**config.mk**
```make
export PLATFORM = sky130hd
export DESIGN_NAME = mdr_mem_if
export DESIGN_NICKNAME = d
export VERILOG_FILES = /design/src/rtl/mdr_mem_if.sv
export SDC_FILE = /design/constraint.sdc
export NUM_CORES = 1
export LEC_CHECK = 0
export BUFFER_PORTS_ARGS = -buffer_cell sky130_fd_sc_hd__buf_2
export CAP_MARGIN = 20
export CORE_AREA = 8 8 100 102
export DETAILED_ROUTE_END_ITERATION = 8
export DIE_AREA = 0 0 108 110
export PLACE_DENSITY = 0.68
export SYNTH_ARGS = -nofsm -noshare
export SYNTH_HDL_FRONTEND = slang
export SYNTH_SLANG_ARGS = --single-unit
```
**constraint.sdc**
```tcl
create_clock -name clk -period 5.1 [get_ports clk]
set_clock_uncertainty 0.1 [all_clocks]
set_input_delay 0 -clock clk [delete_from_list [all_inputs] [get_ports clk]]
set_output_delay 0 -clock clk [all_outputs]
set_load 0.01 [all_outputs]
```
**src/rtl/mdr_mem_if.sv**
```systemverilog
// Memory data register with a single-beat ready-based memory handshake engine.
// Optional wait-state timeout enabled by defining MDR_TIMEOUT_EN.
module mdr_mem_if #(
    parameter int unsigned          DATA_W    = 32,
    parameter logic [DATA_W-1:0]    RESET_VAL = '0,
    parameter int unsigned          TIMEOUT   = 15
) (
    input  logic                  clk,
    input  logic                  reset,
    input  logic                  mdr_in,
    input  logic [DATA_W-1:0]     bus_in,
    input  logic                  rd_start,
    input  logic                  wr_start,
    input  logic [DATA_W/8-1:0]   byte_en,
    input  logic                  err_clr,
    input  logic [DATA_W-1:0]     mem_rdata,
    input  logic                  mem_ready,
    output logic                  mem_rd,
    output logic                  mem_wr,
    output logic [DATA_W-1:0]     mem_wdata,
    output logic [DATA_W-1:0]     mdr_out,
    output logic                  busy,
    output logic                  done,
    output logic                  err
);

    localparam int unsigned NB = DATA_W / 8;

    localparam logic [1:0] S_IDLE    = 2'd0;
    localparam logic [1:0] S_RD_WAIT = 2'd1;
    localparam logic [1:0] S_WR_WAIT = 2'd2;
    localparam logic [1:0] S_DONE    = 2'd3;

    logic [1:0]        r_state;
    logic [DATA_W-1:0] r_mdr;
    logic [DATA_W-1:0] r_wdata;
    logic [NB-1:0]     r_be;
    logic              r_mem_rd;
    logic              r_mem_wr;
    logic              r_busy;
    logic              r_done;
    logic [DATA_W-1:0] w_rd_merge;
    logic              w_timeout;

`ifdef MDR_TIMEOUT_EN
    localparam int unsigned CNT_RAW = $clog2(TIMEOUT + 1);
    localparam int unsigned CNT_W   = (CNT_RAW < 8) ? 8 : ((CNT_RAW > 16) ? 16 : CNT_RAW);

    logic [CNT_W-1:0] r_cnt;
    logic [CNT_W-1:0] w_cnt_next;
    logic             r_err;
    logic             w_waiting;

    assign w_waiting  = (r_state == S_RD_WAIT) || (r_state == S_WR_WAIT);
    assign w_cnt_next = r_cnt + 1'b1;
    // Abort on the edge where the post-increment count reaches TIMEOUT.
    assign w_timeout  = w_waiting && !mem_ready && (w_cnt_next == CNT_W'(TIMEOUT));

    always_ff @(negedge clk) begin
        if (!reset) begin
            r_cnt <= '0;
            r_err <= 1'b0;
        end else begin
            if (r_state == S_IDLE) begin
                r_cnt <= '0;
            end else if (w_waiting && !mem_ready) begin
                r_cnt <= w_cnt_next;
            end
            if (w_timeout) begin
                r_err <= 1'b1;
            end else if (err_clr) begin
                r_err <= 1'b0;
            end
        end
    end

    assign err = r_err;
`else
    logic w_unused;

    assign w_timeout = 1'b0;
    assign w_unused  = err_clr | (TIMEOUT == 0);
    assign err       = 1'b0;
`endif

    always_comb begin
        w_rd_merge = r_mdr;
        for (int unsigned i = 0; i < NB; i++) begin
            if (r_be[i]) begin
                w_rd_merge[8*i +: 8] = mem_rdata[8*i +: 8];
            end
        end
    end

    always_ff @(negedge clk) begin
        if (!reset) begin
            r_state  <= S_IDLE;
            r_mdr    <= RESET_VAL;
            r_wdata  <= '0;
            r_be     <= '0;
            r_mem_rd <= 1'b0;
            r_mem_wr <= 1'b0;
            r_busy   <= 1'b0;
            r_done   <= 1'b0;
        end else begin
            r_done <= 1'b0;
            case (r_state)
                S_IDLE: begin
                    if (rd_start) begin
                        r_state  <= S_RD_WAIT;
                        r_mem_rd <= 1'b1;
                        r_be     <= byte_en;
                        r_busy   <= 1'b1;
                    end else if (wr_start) begin
                        r_state  <= S_WR_WAIT;
                        r_mem_wr <= 1'b1;
                        r_wdata  <= r_mdr;
                        r_busy   <= 1'b1;
                    end else if (mdr_in) begin
                        r_mdr <= bus_in;
                    end
                end
                S_RD_WAIT: begin
                    if (mem_ready) begin
                        r_mdr    <= w_rd_merge;
                        r_mem_rd <= 1'b0;
                        r_state  <= S_DONE;
                        r_done   <= 1'b1;
                    end else if (w_timeout) begin
                        r_mem_rd <= 1'b0;
                        r_state  <= S_IDLE;
                        r_busy   <= 1'b0;
                    end
                end
                S_WR_WAIT: begin
                    if (mem_ready) begin
                        r_mem_wr <= 1'b0;
                        r_state  <= S_DONE;
                        r_done   <= 1'b1;
                    end else if (w_timeout) begin
                        r_mem_wr <= 1'b0;
                        r_state  <= S_IDLE;
                        r_busy   <= 1'b0;
                    end
                end
                default: begin
                    r_state <= S_IDLE;
                    r_busy  <= 1'b0;
                end
            endcase
        end
    end

    assign mem_rd    = r_mem_rd;
    assign mem_wr    = r_mem_wr;
    assign mem_wdata = r_wdata;
    assign mdr_out   = r_mdr;
    assign busy      = r_busy;
    assign done      = r_done;

endmodule

```
# Word-level counts from Yosys, hierarchy flattened
# Cells that the tools add are included.
# Widths: inputs -> output; s select.
[totals]
ff_bits = 74
inputBits = 75
out_inout_bits = 69
word_cells = 65
[classes]
n_eq_ne = 15
mux = 22
bitwise = 2
reduce_logical = 15
[ops]
columns = ["operator", "count"]
rows = [
  ["$mux 32", 4],
  ["$pmux 32 s2", 1],
  ["$mux 8", 4],
  ["$reduce_and 6->1", 4],
  ["$ne 2x2->1 const B", 11],
  ["$reduce_and 2->1", 4],
  ["$mux 1", 6],
  ["$mux 2", 3],
  ["$pmux 1 s2", 3],
  ["$reduce_and 3->1", 2],
  ["$pmux 2 s2", 1],
  ["$reduce_and 4->1", 1],
  ["$reduce_bool 2->1", 2],
  ["$ne 3x3->1 const B", 1],
  ["$eq 2x1->1 const B", 1],
  ["$eq 2x2->1 const B", 1],
  ["$logic_not 2->1", 1],
  ["$ne 2x1->1 const B", 1],
  ["$not 1->1", 2],
  ["$reduce_or 2->1", 1],
]

# Depth between registers and ports, before layout
[depth]
word_depth = 4
mapped_depth = 8
mapped_depth_nobuf = 5

==> flow_summary.json <==
{
  "route.detailed.drc": 0,
  "clk_root_buffer_cell": "sky130_fd_sc_hd__clkbuf_8",
  "cts_bufs_inserted": 9,
  "synth_largest_area_cell": "sky130_fd_sc_hd__dfxtp_1",
  "gp_congestion": 0.781,
  "synth_enable_flop_cells": 0,
  "syn-mean-instance-area_um2": 9.75,
  "power.share.switching_pct": 41.8,
  "grt_first_pass_wirelength_um": 17400,
  "slew_headroom_pct": 42.5,
  "grt_setup_unrepaired": "no",
  "clock_sink_count": 74,
  "cts_resized": 0,
  "syn-instance-count": 335,
  "tightestPinTransition_ps": 863,
  "synthArstFlopShare_pct": 0,
  "instances_no_fill": 645,
  "layout.filler_cells": 858,
  "worstRegToRegCells": 6,
  "peakVddDrop_uv": 242,
  "clk_path_buf_depth": 2,
  "synth_top_cells_by_area": "sky130_fd_sc_hd__dfxtp_1 45%, sky130_fd_sc_hd__o221a_1 11%, sky130_fd_sc_hd__nand2_1 8.0%",
  "finalHoldViolCount": 0,
  "syn2layout_area_growth_pct": 35.4,
  "worstSkewPairLatency_ps": 390,
  "timing_worst_setup_path_type": "input port to flip-flop",
  "start_kind": "input port",
  "synth-seq-area-share_pct": 45.4,
  "overflow": 0,
  "crit_path_max_fanout": 32,
  "vias_in_the_first_global_route": 3688,
  "cap_viol_max_count": 0,
  "power.sequential.fraction_pct": 35.3,
  "coreArea_mm2": 0.00847,
  "row_count": 34,
  "min-delay-start": "mem_wdata[12]",
  "cts.htree.levels": 3,
  "power_switching_w": 0.00106,
  "clkTransAtPathRegs_ps": 30,
  "post-synth-top-area-fraction_pct": 45.4,
  "synth_fp_nets": 416,
  "routed_wl_um": 11000,
  "die_height_um": 110,
  "routed_wire_length_per_instance_um": 17.0,
  "final_antenna_diode_count": 0,
  "die_width_um": 108,
  "worstReg2RegEnd": "mdr_out[27]",
  "setup_slack_on_the_worst_flop_to_flop_path_ps": 2100,
  "largest_net_degree_at_the_start_of_global_routing": 35,
  "final_antenna_net_count": 0,
  "place.port_buffers": 141,
  "setup_viol_count_final": 0,
  "min-delay-path-class": "flip-flop to flip-flop",
  "yosys_warnings": 0,
  "yosys.cell_types.count": 39,
  "timing.rr.start": "r_state[1]",
  "ctsHoldBuffers": 0,
  "timing.setup.tns_ps": 0,
  "proportion_of_layout_cells_with_a_drive_suffix_above_1_pct": 32.2,
  "internal_power_w": 0.00148,
  "placed_cells_incl_taps": 558,
  "tritoncts": "yes",
  "power.density_cell_area_mw_per_mm2": 575,
  "ioPinCount": 144,
  "grt_antenna_before_repair": 0,
  "routed-via-count": 3422,
  "timing.critical_path.from": "rd_start",
  "detailedRoute.firstPassIterationCount": 5,
  "nets": 615,
  "detailedRoute.firstIterationViolations": 147,
  "dpl.hpwl_um": 7630,
  "crit_arrival_ps": 1310,
  "ys_seq_elements": 74,
  "via_per_inst": 5.31,
  "power_leakage_nw": 2.18,
  "finalMaxSlewViolations": 0,
  "status": "finished clean",
  "power.share.clock_pct": 26.3,
  "initial_core_util_pct": 38.6,
  "worst_setup_path_endpoint": "mdr_out[17]",
  "critical_path_required_ps": 2710,
  "worst_setup_path_end_kind": "flip-flop",
  "synth.cell_area_mm2": 0.00327,
  "power.total_w": 0.00254,
  "postCtsSetupBuffers": 0,
  "combined_global_route_utilization_of_all_metal_layers_pct": 18.3,
  "power.share.combinational_pct": 38.3,
  "synth_top_flop_cell": "sky130_fd_sc_hd__dfxtp_1",
  "fp.dieArea_mm2": 0.0119
}
==> power by group through the flow <==
stage          clock network [W]  registers (W)  logic, W
5_1_grt                 0.000775       0.000924   0.00106
3_5_place_dp           0.0000892       0.000903  0.000984
2_1_floorplan          0.0000892       0.000960  0.000604
3_3_place_gp           0.0000892       0.000893  0.000959
6_report                0.000670       0.000899  0.000974
4_1_cts                 0.000700       0.000897  0.000987
==> worst max-delay path, stage by stage <==
cell and delay [ps]:
sky130_fd_sc_hd__buf_2 160, sky130_fd_sc_hd__o21a_2 310, sky130_fd_sc_hd__or3_4 540, sky130_fd_sc_hd__o221a_1 280
==> cells by family after synthesis <==
logic type | count (synthesis) | share of synthesized area [%]
multiplexers | 1 | 0.345
other | 1 | 0.115
buffers and inverters | 40 | 6.40
AO/OA/AOI/OAI | 118 | 32.5
AND/OR/NAND/NOR | 95 | 13.0
adder cells (fa/ha/maj) | 6 | 2.30
flip-flops | 74 | 45.4
==> synth_stat cells, types with 2 or more instances <==
cell type / n
sky130_fd_sc_hd__a2111o_1: 2
sky130_fd_sc_hd__a2111oi_4: 4
sky130_fd_sc_hd__a21oi_1: 39
sky130_fd_sc_hd__a32oi_1: 4
sky130_fd_sc_hd__and2b_4: 2
sky130_fd_sc_hd__buf_2: 2
sky130_fd_sc_hd__buf_4: 2
sky130_fd_sc_hd__buf_6: 2
sky130_fd_sc_hd__buf_8: 3
sky130_fd_sc_hd__clkbuf_1: 21
sky130_fd_sc_hd__dfxtp_1: 74
sky130_fd_sc_hd__ha_1: 6
sky130_fd_sc_hd__inv_1: 9
sky130_fd_sc_hd__nand2_1: 70
sky130_fd_sc_hd__nand2_2: 3
sky130_fd_sc_hd__nand2b_1: 3
sky130_fd_sc_hd__nand3_1: 5
sky130_fd_sc_hd__nor2_1: 4
sky130_fd_sc_hd__o21ai_0: 3
sky130_fd_sc_hd__o221a_1: 32
sky130_fd_sc_hd__o22a_1: 4
sky130_fd_sc_hd__o32a_1: 24
==> cell type report <==
class                      count  area [um^2]  share of cell area (%)
clock buffer                   9          124                    2.80
clock inverter                79          338                    7.64
inverter                       9         33.8                   0.764
multi-input combinational    221         1580                    35.6
sequential                    74         1480                    33.5
tap                          108          135                    3.06
timing repair buffer         145          736                    16.6
==> registers in the layout (all words and copies together) (netlist names) <==
signal and cells:
busy 1, done 1, mdr_out 32, mem_rd 1, mem_wdata 32, mem_wr 1, r_be 4, r_state 2
==> how the worst min path moves through the flow <==
| stage | end | slack, ps | cells after the start |
|---|---|---|---|
| finish | mem_wdata[12] | 340 | 2 |
| global route | mem_wdata[23] | 370 | 2 |
| CTS | mem_wdata[23] | 350 | 2 |
| detailed placement | mem_wdata[23] | 340 | 2 |
| global placement | mem_wdata[17] | 340 | 2 |
| floorplan | r_be[0] | 350 | 2 |
==> metal layers <==
layer  part of all wire, %  global-route usage, %  routed length [um]
met2                    52                   31.5                5700
met3                   8.1                   9.19                 890
met5                     0                      0                   0
met4                  0.58                   8.62                  64
met1                    39                   18.3                4300
==> layout by cell type (no fill, tap or decap), types with 2 or more instances in the layout <==
master	netlist	routed
sky130_fd_sc_hd__a2111o_1	2	2
sky130_fd_sc_hd__a2111oi_4	4	4
sky130_fd_sc_hd__a21oi_1	39	39
sky130_fd_sc_hd__a32oi_1	4	4
sky130_fd_sc_hd__and2b_4	2	2
sky130_fd_sc_hd__buf_2	2	141
sky130_fd_sc_hd__buf_4	2	4
sky130_fd_sc_hd__clkbuf_8	0	9
sky130_fd_sc_hd__dfxtp_1	74	74
sky130_fd_sc_hd__ha_1	6	6
sky130_fd_sc_hd__inv_1	9	82
sky130_fd_sc_hd__inv_4	0	2
sky130_fd_sc_hd__nand2_1	70	70
sky130_fd_sc_hd__nand2_2	3	3
sky130_fd_sc_hd__nand2b_1	3	3
sky130_fd_sc_hd__nand3_1	5	5
sky130_fd_sc_hd__nor2_1	4	4
sky130_fd_sc_hd__o21ai_0	3	3
sky130_fd_sc_hd__o221a_1	32	32
sky130_fd_sc_hd__o22a_1	4	4
sky130_fd_sc_hd__o32a_1	24	24
==> through the flow <==
step / area [um^2] / hold slack, ps / utilization (%) / worst slack (ps)
6_report: 4420 / 345 / 52.2 / 1400
5_1_grt: 4420 / 368 / 52.2 / 1370
4_1_cts: 4420 / 349 / 52.2 / 1430
3_5_place_dp: 3970 / 344 / 46.8 / 1020
3_3_place_gp: 3970 / 340 / 46.8 / 1050
2_1_floorplan: 3270 / 349 / - / 1280
Power figures use the tool's default switching activity.
